<file path="src/rtl/perceptron_pkg.sv">
// -----------------------------------------------------------------------------
// perceptron_pkg
// Shared types and helpers for the perceptron trainer:
//   state_e    - controller states (IDLE, ACCUM, DECIDE, UPDATE)
//   W_MAX_DEF  - largest weight for the default 4-bit weight width
//   W_MIN_DEF  - smallest weight for the default 4-bit weight width
//   w_max/w_min- weight limits for an arbitrary width
//   sat_add    - signed add clamped to the representable weight range
// -----------------------------------------------------------------------------
package perceptron_pkg;

    typedef enum logic [1:0] {
        ST_IDLE   = 2'd0,
        ST_ACCUM  = 2'd1,
        ST_DECIDE = 2'd2,
        ST_UPDATE = 2'd3
    } state_e;

    localparam int W_W_DEF   = 4;
    localparam int W_MAX_DEF = (32'sd1 <<< (W_W_DEF - 1)) - 32'sd1;
    localparam int W_MIN_DEF = -(32'sd1 <<< (W_W_DEF - 1));

    function automatic int w_max(input int w_w);
        return (32'sd1 <<< (w_w - 1)) - 32'sd1;
    endfunction

    function automatic int w_min(input int w_w);
        return -(32'sd1 <<< (w_w - 1));
    endfunction

    // Weights must never wrap: a wrapped weight flips sign and undoes learning.
    function automatic int sat_add(input int a, input int step, input int w_w);
        int s;
        s = a + step;
        if (s > w_max(w_w)) begin
            return w_max(w_w);
        end else if (s < w_min(w_w)) begin
            return w_min(w_w);
        end else begin
            return s;
        end
    endfunction

endpackage

</file>
<file path="src/rtl/perceptron_if.sv">
// -----------------------------------------------------------------------------
// perceptron_if
// Bundles the input-vector handshake, weight write port and classification
// outputs of the perceptron trainer.
//   master : drives in_valid, x_in, train, target, w_wr_en, w_wr_addr, w_wr_data
//            and observes in_ready, out_valid, y, sum, err_cnt
//   slave  : the mirror view used by perceptron_trainer
// -----------------------------------------------------------------------------
interface perceptron_if #(
    parameter int N_IN  = 4,
    parameter int W_W   = 4,
    parameter int CNT_W = 8
);
    localparam int AW    = $clog2(N_IN + 1);
    localparam int ACC_W = W_W + $clog2(N_IN + 1) + 1;

    logic                    in_valid;
    logic                    in_ready;
    logic [N_IN-1:0]         x_in;
    logic                    train;
    logic                    target;
    logic                    w_wr_en;
    logic [AW-1:0]           w_wr_addr;
    logic signed [W_W-1:0]   w_wr_data;
    logic                    out_valid;
    logic                    y;
    logic signed [ACC_W-1:0] sum;
    logic [CNT_W-1:0]        err_cnt;

    modport master (
        output in_valid, x_in, train, target, w_wr_en, w_wr_addr, w_wr_data,
        input  in_ready, out_valid, y, sum, err_cnt
    );

    modport slave (
        input  in_valid, x_in, train, target, w_wr_en, w_wr_addr, w_wr_data,
        output in_ready, out_valid, y, sum, err_cnt
    );

endinterface

</file>
<file path="src/rtl/perceptron_sat_add.sv">
// -----------------------------------------------------------------------------
// perceptron_sat_add
// Combinational W_W-bit saturating add of +LR (inc_i=1) or -LR (inc_i=0).
//   a_i   : signed operand (a weight or the bias)
//   inc_i : direction of the learning step
//   sum_o : clamped result
// -----------------------------------------------------------------------------
module perceptron_sat_add
    import perceptron_pkg::*;
#(
    parameter int W_W = 4,
    parameter int LR  = 1
) (
    input  logic signed [W_W-1:0] a_i,
    input  logic                  inc_i,
    output logic signed [W_W-1:0] sum_o
);

    // Result always fits in W_W bits because sat_add clamps to the W_W range.
    assign sum_o = W_W'(sat_add(int'(a_i), inc_i ? LR : -LR, W_W));

endmodule

</file>
<file path="src/rtl/perceptron_trainer.sv">
// -----------------------------------------------------------------------------
// perceptron_trainer
// N_IN-input binary perceptron with register-based weights and online
// perceptron-rule learning. The bias is loaded into the accumulator, then one
// weight per cycle is added for each active input; the unit fires when the
// final sum is strictly positive. A misclassified training vector nudges the
// bias and every active weight toward the target in a single extra cycle.
//   clk    : rising-edge clock
//   reset  : synchronous, active-high; aborts any vector in flight
//   bus_if : slave view of perceptron_if (vector handshake, weight writes,
//            y/sum/out_valid result and saturating err_cnt)
// -----------------------------------------------------------------------------
module perceptron_trainer
    import perceptron_pkg::*;
#(
    parameter int N_IN     = 4,
    parameter int W_W      = 4,
    parameter int LR       = 1,
    parameter int BIAS_RST = 3,
    parameter int CNT_W    = 8
) (
    input  logic          clk,
    input  logic          reset,
    perceptron_if.slave   bus_if
);

    localparam int AW    = $clog2(N_IN + 1);
    localparam int IDX_W = $clog2(N_IN);
    localparam int ACC_W = W_W + $clog2(N_IN + 1) + 1;

    state_e                  state_q;
    logic signed [W_W-1:0]   w_q [N_IN];
    logic signed [W_W-1:0]   bias_q;
    logic signed [ACC_W-1:0] acc_q;
    logic [IDX_W-1:0]        idx_q;
    logic [N_IN-1:0]         x_q;
    logic                    train_q;
    logic                    target_q;
    logic                    y_q;
    logic signed [ACC_W-1:0] sum_q;
    logic                    out_valid_q;
    logic [CNT_W-1:0]        err_cnt_q;

    logic signed [W_W-1:0]   w_upd_s [N_IN];
    logic signed [W_W-1:0]   bias_upd_s;
    logic signed [W_W-1:0]   w_sel_s;
    logic                    x_sel_s;
    logic signed [ACC_W-1:0] addend_s;
    logic                    acc_pos_s;
    logic                    in_ready_s;
    logic                    accept_s;

    // Candidate post-update values; only applied in UPDATE for active inputs.
    for (genvar gi = 0; gi < N_IN; gi++) begin : g_w_sat
        perceptron_sat_add #(.W_W(W_W), .LR(LR)) u_w_sat (
            .a_i   (w_q[gi]),
            .inc_i (target_q),
            .sum_o (w_upd_s[gi])
        );
    end

    perceptron_sat_add #(.W_W(W_W), .LR(LR)) u_bias_sat (
        .a_i   (bias_q),
        .inc_i (target_q),
        .sum_o (bias_upd_s)
    );

    // Select the weight and input bit for the current accumulation step.
    always_comb begin
        w_sel_s = {W_W{1'b0}};
        x_sel_s = 1'b0;
        for (int i = 0; i < N_IN; i++) begin
            w_sel_s = w_sel_s | ((idx_q == IDX_W'(i)) ? w_q[i] : {W_W{1'b0}});
            x_sel_s = x_sel_s | ((idx_q == IDX_W'(i)) ? x_q[i] : 1'b0);
        end
    end

    // Sign-extended addend, sign test of the accumulator and handshake.
    always_comb begin
        addend_s   = x_sel_s ? {{(ACC_W-W_W){w_sel_s[W_W-1]}}, w_sel_s} : {ACC_W{1'b0}};
        acc_pos_s  = !acc_q[ACC_W-1] && (acc_q != {ACC_W{1'b0}});
        // Weight writes win over vector acceptance in IDLE.
        in_ready_s = (state_q == ST_IDLE) && !bus_if.w_wr_en && !reset;
        accept_s   = in_ready_s && bus_if.in_valid;
    end

    // Controller, datapath and weight storage.
    always_ff @(posedge clk) begin
        if (reset) begin
            state_q     <= ST_IDLE;
            for (int i = 0; i < N_IN; i++) begin
                w_q[i] <= {W_W{1'b0}};
            end
            bias_q      <= W_W'(BIAS_RST);
            acc_q       <= {ACC_W{1'b0}};
            idx_q       <= {IDX_W{1'b0}};
            x_q         <= {N_IN{1'b0}};
            train_q     <= 1'b0;
            target_q    <= 1'b0;
            y_q         <= 1'b0;
            sum_q       <= {ACC_W{1'b0}};
            out_valid_q <= 1'b0;
            err_cnt_q   <= {CNT_W{1'b0}};
        end else begin
            out_valid_q <= 1'b0;
            case (state_q)
                ST_IDLE: begin
                    if (bus_if.w_wr_en) begin
                        if (bus_if.w_wr_addr == AW'(N_IN)) begin
                            bias_q <= bus_if.w_wr_data;
                        end else begin
                            for (int i = 0; i < N_IN; i++) begin
                                if (bus_if.w_wr_addr == AW'(i)) begin
                                    w_q[i] <= bus_if.w_wr_data;
                                end
                            end
                        end
                    end else if (accept_s) begin
                        x_q      <= bus_if.x_in;
                        train_q  <= bus_if.train;
                        target_q <= bus_if.target;
                        acc_q    <= {{(ACC_W-W_W){bias_q[W_W-1]}}, bias_q};
                        idx_q    <= {IDX_W{1'b0}};
                        state_q  <= ST_ACCUM;
                    end
                end
                ST_ACCUM: begin
                    acc_q <= acc_q + addend_s;
                    idx_q <= idx_q + IDX_W'(1);
                    if (idx_q == IDX_W'(N_IN - 1)) begin
                        state_q <= ST_DECIDE;
                    end
                end
                ST_DECIDE: begin
                    y_q         <= acc_pos_s;
                    sum_q       <= acc_q;
                    out_valid_q <= 1'b1;
                    if (train_q && (acc_pos_s != target_q)) begin
                        state_q <= ST_UPDATE;
                    end else begin
                        state_q <= ST_IDLE;
                    end
                end
                ST_UPDATE: begin
                    for (int i = 0; i < N_IN; i++) begin
                        if (x_q[i]) begin
                            w_q[i] <= w_upd_s[i];
                        end
                    end
                    bias_q <= bias_upd_s;
                    if (err_cnt_q != {CNT_W{1'b1}}) begin
                        err_cnt_q <= err_cnt_q + CNT_W'(1);
                    end
                    state_q <= ST_IDLE;
                end
                default: begin
                    state_q <= ST_IDLE;
                end
            endcase
        end
    end

    assign bus_if.in_ready  = in_ready_s;
    assign bus_if.out_valid = out_valid_q;
    assign bus_if.y         = y_q;
    assign bus_if.sum       = sum_q;
    assign bus_if.err_cnt   = err_cnt_q;

endmodule
</file>
<file path="src/flat_wrapper.sv">
// flat-port wrapper written by rule: the top's interface ports become plain ports
module perceptron_trainer_flat import perceptron_pkg::*;
#(
    parameter int N_IN     = 4,
    parameter int W_W      = 4,
    parameter int LR       = 1,
    parameter int BIAS_RST = 3,
    parameter int CNT_W    = 8
)
  (clk, reset, bus_if_in_valid, bus_if_x_in, bus_if_train, bus_if_target, bus_if_w_wr_en, bus_if_w_wr_addr, bus_if_w_wr_data, bus_if_in_ready, bus_if_out_valid, bus_if_y, bus_if_sum, bus_if_err_cnt);
  perceptron_if #(.N_IN(N_IN), .W_W(W_W), .CNT_W(CNT_W)) bus_if_i ();
  input  logic clk;
  input  logic reset;
  input wire logic [$bits(bus_if_i.in_valid)-1:0] bus_if_in_valid;
  input wire logic [$bits(bus_if_i.x_in)-1:0] bus_if_x_in;
  input wire logic [$bits(bus_if_i.train)-1:0] bus_if_train;
  input wire logic [$bits(bus_if_i.target)-1:0] bus_if_target;
  input wire logic [$bits(bus_if_i.w_wr_en)-1:0] bus_if_w_wr_en;
  input wire logic [$bits(bus_if_i.w_wr_addr)-1:0] bus_if_w_wr_addr;
  input wire logic [$bits(bus_if_i.w_wr_data)-1:0] bus_if_w_wr_data;
  output wire logic [$bits(bus_if_i.in_ready)-1:0] bus_if_in_ready;
  output wire logic [$bits(bus_if_i.out_valid)-1:0] bus_if_out_valid;
  output wire logic [$bits(bus_if_i.y)-1:0] bus_if_y;
  output wire logic [$bits(bus_if_i.sum)-1:0] bus_if_sum;
  output wire logic [$bits(bus_if_i.err_cnt)-1:0] bus_if_err_cnt;
  assign bus_if_i.in_valid = bus_if_in_valid;
  assign bus_if_i.x_in = bus_if_x_in;
  assign bus_if_i.train = bus_if_train;
  assign bus_if_i.target = bus_if_target;
  assign bus_if_i.w_wr_en = bus_if_w_wr_en;
  assign bus_if_i.w_wr_addr = bus_if_w_wr_addr;
  assign bus_if_i.w_wr_data = bus_if_w_wr_data;
  assign bus_if_in_ready = bus_if_i.in_ready;
  assign bus_if_out_valid = bus_if_i.out_valid;
  assign bus_if_y = bus_if_i.y;
  assign bus_if_sum = bus_if_i.sum;
  assign bus_if_err_cnt = bus_if_i.err_cnt;
  perceptron_trainer #(.N_IN(N_IN), .W_W(W_W), .LR(LR), .BIAS_RST(BIAS_RST), .CNT_W(CNT_W)) u_core (.clk(clk), .reset(reset), .bus_if(bus_if_i));
endmodule
</file>
<file path="config.mk">
export PLATFORM = sky130hd
export DESIGN_NAME = perceptron_trainer_flat
export DESIGN_NICKNAME = d
export VERILOG_FILES = /design/src/rtl/perceptron_pkg.sv /design/src/rtl/perceptron_if.sv /design/src/rtl/perceptron_sat_add.sv /design/src/rtl/perceptron_trainer.sv /design/src/flat_wrapper.sv
export SDC_FILE = /design/constraint.sdc
export NUM_CORES = 1
export LEC_CHECK = 0
export CORE_ASPECT_RATIO = 1.2
export CORE_MARGIN = 8
export CORE_UTILIZATION = 35
export CTS_CLUSTER_SIZE = 30
export DETAILED_ROUTE_END_ITERATION = 12
export HOLD_SLACK_MARGIN = 0.15
export PLACE_DENSITY = 0.58
export SLEW_MARGIN = 20
export SYNTH_ARGS = -nofsm -noshare
export SYNTH_HDL_FRONTEND = slang
export SYNTH_SLANG_ARGS = --single-unit
</file>
<file path="constraint.sdc">
create_clock -name clk -period 9.7 [get_ports clk]
set_input_delay 1.94 -clock clk [delete_from_list [all_inputs] [get_ports clk]]
set_output_delay 1.94 -clock clk [all_outputs]
set_load 0.01 [all_outputs]
</file>
==> results of run 1 <==
synthesized netlist by cell type, types with 6 or more instances:
cell	number
fa_1	88
nand2_1	70
inv_1	64
a21oi_1	58
dfxtp_1	40
nor2_1	29
a21o_1	27
ha_1	27
nand4_1	17
edfxtp_1	16
clkbuf_1	12
o21ai_0	12
nand3_1	11
nor4_1	11
nor2b_1	10
xor2_1	9
a221o_1	8
a22oi_1	8
nor3_1	8
a311oi_1	7
nand2b_1	7
nor4b_1	7
and3_1	6
nand3b_1	6
xnor2_1	6
layer usage:
metal | track usage (%) | vias to the layer above
met3 | 1.36 | 7
li1 | - | 2230
met5 | 0 | -
met1 | 17.0 | 2338
met4 | 2.02 | 0
met2 | 22.2 | 95
registers in the layout, indices dropped and copies added, names as in the netlist:
name	count
u_core.train_q	1
u_core.bias_q	4
u_core.bus_if.y	1
u_core.acc_q	8
u_core.bus_if.out_valid	1
u_core.bus_if.sum	8
u_core.w_q	16
u_core.target_q	1
u_core.state_q	2
u_core.bus_if.err_cnt	8
u_core.idx_q	2
u_core.x_q	4
stage by stage:
step | setup WS [ps] | hold slack, ps
floorplan | 2550 | 445
global placement | 4050 | 451
detailed placement | 4030 | 455
CTS | 4030 | 467
global route | 3940 | 483
finish | 4050 | 464
critical path: stages:
cell             delay [ps]
clkdlybuf4s50_1         390
buf_4                   270
nor4_1                  450
clkdlybuf4s50_1         640
cells by family (layout without fill, tap and decap cells):
family                   count (synthesis)  in the layout
XOR/XNOR                                15             15
AND/OR/NAND/NOR                        211            211
multiplexers                             1              1
AO/OA/AOI/OAI                          149            149
buffers and inverters                   80            113
adder cells (fa/ha/maj)                115            115
flip-flops                              56             56
cell type report:
class | instances | area [µm²] | share of cell area, %
sequential | 56 | 1280 | 19.2
multi-input combinational | 491 | 4360 | 65.2
tap | 216 | 270 | 4.04
clock buffer | 7 | 133 | 1.98
timing repair buffer | 41 | 395 | 5.91
inverter | 64 | 245 | 3.67
clock inverter | 1 | 5.00 | 0.0748
final timing paths:
| path | from | end | slack, ps |
|---|---|---|---|
| worst max-delay path | reset | bus_if_in_ready | 4050 |
| worst min register to register | u_core.bus_if.sum[3] | u_core.bus_if.sum[3] | 460 |
| worst min-delay path | u_core.bus_if.sum[3] | u_core.bus_if.sum[3] | 460 |
| worst max register to register | u_core.target_q | u_core.w_q[0][2] | 4460 |
power groups by stage:
stage | Combinational [W] | Clock [W] | Sequential, W
6_report | 0.000261 | 0.000176 | 0.000261
5_1_grt | 0.000299 | 0.000189 | 0.000263
4_1_cts | 0.000263 | 0.000180 | 0.000261
3_5_place_dp | 0.000261 | 0 | 0.000266
3_3_place_gp | 0.000251 | 0 | 0.000266
2_1_floorplan | 0.000191 | 0 | 0.000268
==> impl_metrics.ini, run 1 <==
[cells_and_area]
post-route-util_pct = 39.9
syn_to_final_growth_pct = 12.5
fin_area_um2 = 6690
nNetsFinal = 791
antennaDiodeCount = 0
layout_commonest_cell = fa_1
fin_cells = 876
layout_common_cells = fa_1 (88), nand2_1 (70), inv_1 (63)
fillers = 1711
drive_above_1_share_pct = 2.27

[yosys]
synthTopCellsByArea = fa_1 (30%), dfxtp_1 (13%), edfxtp_1 (8.1%)
synth_cell_types = 54
ys.flop_type = dfxtp_1
synth.area.mux_share_pct = 0.168
synth_enable_flop_cells = 16
synth_area_um2 = 5950
ys_ff_latch = 56
synth_top_area_cell = fa_1
yosysTopAreaCellShare_pct = 29.6
synth_seq_area_share_pct = 21.5
synthesis.nets = 759
syn_avg_cell_area_um2 = 9.48
synthCells = 627
synth_compound_area_share_pct = 16.6
async_reset_ff_share_pct = 0
synthAdderAreaFrac_pct = 35.3
synthSimpleGateAreaFrac_pct = 19.1
synth_top_family_by_area = adder cells
synth-xor-area-share_pct = 2.21
yosys_warnings = 0

[setup_path]
worstPathMaxFanout = 47
crit_arrival_ps = 3710
end_kind = primary output
start_kind = input pin
critPathRequiredTime_ps = 7760
r2r_cells = 14
crit_type = in2out

[sta]
fin_crit_ps = 5650
fin_skew_ps = 6.80
hold_violations = 0
rsz0062_at_grt = false
setup_viol = 0
fin_crit_sh_pct = 58.2
max_freq_mhz = 177
max_slew_margin_pct = 31.5
maxSlewViolCount = 0
worst_slew_pin_slew_ps = 1030
tns_ps = 0

[global_route]
antenna_found_initial = 0
grt_pass1_wl_mm = 23.2
grt_remaining_overflow = 0
grt_max_degree = 51
grt_pass1_vias = 4731
grt_usage_pct = 12.8

[clock_tree]
clkSinkCount = 56
clockBufferDepth = 2
cts_made_buffers = 5
cts_tree = built
htreeDepth = 2
postCtsHoldBufs = 0
clk_latency_ps = 290
ctsResizeCount = 0
clk_pin_slew_ps = 60
post_cts.repair.setup_buffers = 0
cts-root-buf = clkbuf_16

[placement]
dpl.cell_count = 868
dp_hpwl_mm = 10.6
place.gp.congestion = 0.796
dpl-instance-area_um2 = 6550
port_buffers = 35

[routing]
dr.pass1.iters = 8
routed-via-count = 4670
wl_met2_mm = 6.86
antenna_left = 0
top_layer = met4
wl_met3_um = 494
met1Wirelength_mm = 6.06
wl_mm = 13.5
first_iter_violations = 311
vias_per_cell = 5.33
drc = 0
wire_per_inst_um = 15.4

[worst_hold_path]
hold_class = reg2reg
min_path_cells = 2

[power]
power_per_cell_area_nw_per_um2 = 104
leakage_nw = 2.69
pwr-share-seq_pct = 37.4
p_int_w = 0.000455
power_frac_clock_pct = 25.2
ir_drop_mv = 0.0611
pwr-share-comb_pct = 37.4
power.switching_w = 0.000242
p_sw_share_pct = 34.7
power_w = 0.000698

[die]
rows = 52
fp.dieArea_um2 = 21400
start_util_pct = 35.4
ios = 36
core_um2 = 16800
die_y_um = 159
chipWidth_um = 135

[outcome]
status = completed

[run]
maxCapViolCount = 0
Power figures use the tool's default switching activity.
==> inputs of run 2 (changes only) <==
Settings changed: PLACE_DENSITY 0.58 to 0.6.
Clock period 9.7 ns to 4.6 ns, I/O delays scaled along.
==> run 2 against run 1 <==
Compared with the run above: wire length increased by 3.2%; first-iteration DRC count decreased by 26%; largest power group is now combinational logic; critical path type is now reg2reg; design area increased by 1.9%.
==> impl_metrics.ini, run 2 (synthesized netlist as in run 1, its figures left out) <==
[cells_and_area]
antennaDiodeCount = 0
largest_register_ffs = 16
drive_above_1_share_pct = 4.51
layout_commonest_cell = fa_1
nNetsFinal = 796
multi_input_area_um2 = 4400
layout_common_cells = fa_1 (88), nand2_1 (69), inv_1 (63)
syn_to_final_growth_pct = 14.7
fillers = 1662
fin_area_um2 = 6820
largest_register = u_core.w_q
register_area_um2 = 1280

[sta]
tns_ps = 0
maxSlewViolCount = 0
worst_slew_pin_slew_ps = 669
setup_viol = 0
rsz0062_at_grt = false
fin_crit_ps = 4170
finalWorstSetupSlack_ps = 427
max_slew_margin_pct = 55.0
max_freq_mhz = 240
hold_violations = 0
fin_skew_ps = 7.44
fin_crit_sh_pct = 90.7
hold_slack_ps = 461

[placement]
place.gp.congestion = 0.856
dpl-instance-area_um2 = 6640
dp_hpwl_mm = 11.0
pre_cts_ws_ps = 415
port_buffers = 35

[setup_path]
crit_type = reg2reg
cp_slowest_cell = or4b_1
path_cells = clkinvlp_4 -> buf_12 -> ha_1 -> a21o_1 -> a21o_1 -> a21oi_1 -> inv_1 -> fa_1 -> inv_1 -> fa_1 -> or4b_1 -> nor3_1 -> or4b_1 -> and3b_1 -> a221o_1
cpPeakStageDelay_ps = 510
critPathRequiredTime_ps = 4650
end_kind = flip-flop
start_kind = flip-flop
crit_arrival_ps = 4220
worstPathMaxFanout = 37

[die]
ios = 36
chipWidth_um = 135
die_y_um = 159
fp.dieArea_um2 = 21400
start_util_pct = 35.4
core_um2 = 16800
rows = 52

[clock_tree]
postCtsHoldBufs = 0
clkSinkCount = 56
cts-root-buf = clkbuf_16
htreeDepth = 2
clk_latency_ps = 300
clk_pin_slew_ps = 70
ctsResizeCount = 0
cts_tree = built
cts_made_buffers = 5
post_cts.repair.setup_buffers = 0
clockBufferDepth = 2

[power]
leakage_nw = 2.75
ir_drop_mv = 0.139
power_per_cell_area_nw_per_um2 = 232

[routing]
first_iter_violations = 229
dr.pass1.iters = 5
wire_per_inst_um = 15.8
vias_per_cell = 5.21
wl_mm = 13.9
drc = 0
antenna_left = 0
routed-via-count = 4589

[global_route]
grt_usage_pct = 13.3
grt_pass1_wl_mm = 23.7
grt_remaining_overflow = 0
grt_max_degree = 47
antenna_found_initial = 0
grt_pass1_vias = 4752

[worst_hold_path]
hold_class = reg2reg

[outcome]
status = completed

[run]
maxCapViolCount = 0
==> run 2: where the power goes <==
| part | leakage (nW) | switching, W | internal [W] | total, W |
|---|---|---|---|---|
| logic | 2.17 | 0.000327 | 0.000242 | 0.000569 |
| registers | 0.492 | 0.0000224 | 0.000524 | 0.000547 |
| clock network | 0.0871 | 0.000190 | 0.000273 | 0.000464 |
==> run 2: final cells by class <==
class                           instances  share of cell area, %
Multi-Input combinational cell        491                   64.5
Sequential cell                        56                   18.8
Timing Repair Buffer                   46                   6.53
Tap cell                              216                   3.96
Inverter                               64                   3.58
Clock buffer                            6                   2.04
Clock inverter                          2                  0.569
==> run 2: stage by stage <==
| step | std cells | power, W | util (%) |
|---|---|---|---|
| after floorplan | 627 | 0.000976 | - |
| after global placement | 873 | 0.00111 | 39.6 |
| after detailed placement | 873 | 0.00113 | 39.6 |
| after CTS | 881 | 0.00159 | 40.6 |
| after global routing | 881 | 0.00169 | 40.6 |
| final | 881 | 0.00158 | 40.6 |
==> run 2: final timing paths <==
check	slack (ps)	cells after the start	endpoint	start
hold reg to reg	460	2	u_core.bus_if.y	u_core.bus_if.y
setup reg to reg	430	15	u_core.w_q[2][2]	u_core.target_q
setup / recovery	430	15	u_core.w_q[2][2]	u_core.target_q
hold / removal	460	2	u_core.bus_if.y	u_core.bus_if.y
==> run 2: metal layers <==
metal	up-vias	track usage [%]	routed length [µm]
li1	2248	-	-
met1	2270	16.7	6260
met2	61	23.5	7140
met3	10	1.70	380
met4	0	3.03	155
met5	-	0	0
==> run 2: critical path, delay by kind of cell, from the launching register on <==
| kind | cells | cell delay, ps |
|---|---|---|
| compound gates | 4 | 710 |
| simple gates | 4 | 1330 |
| fa+ha+maj | 3 | 830 |
| buf+inv | 4 | 620 |
| flops | 1 | 420 |
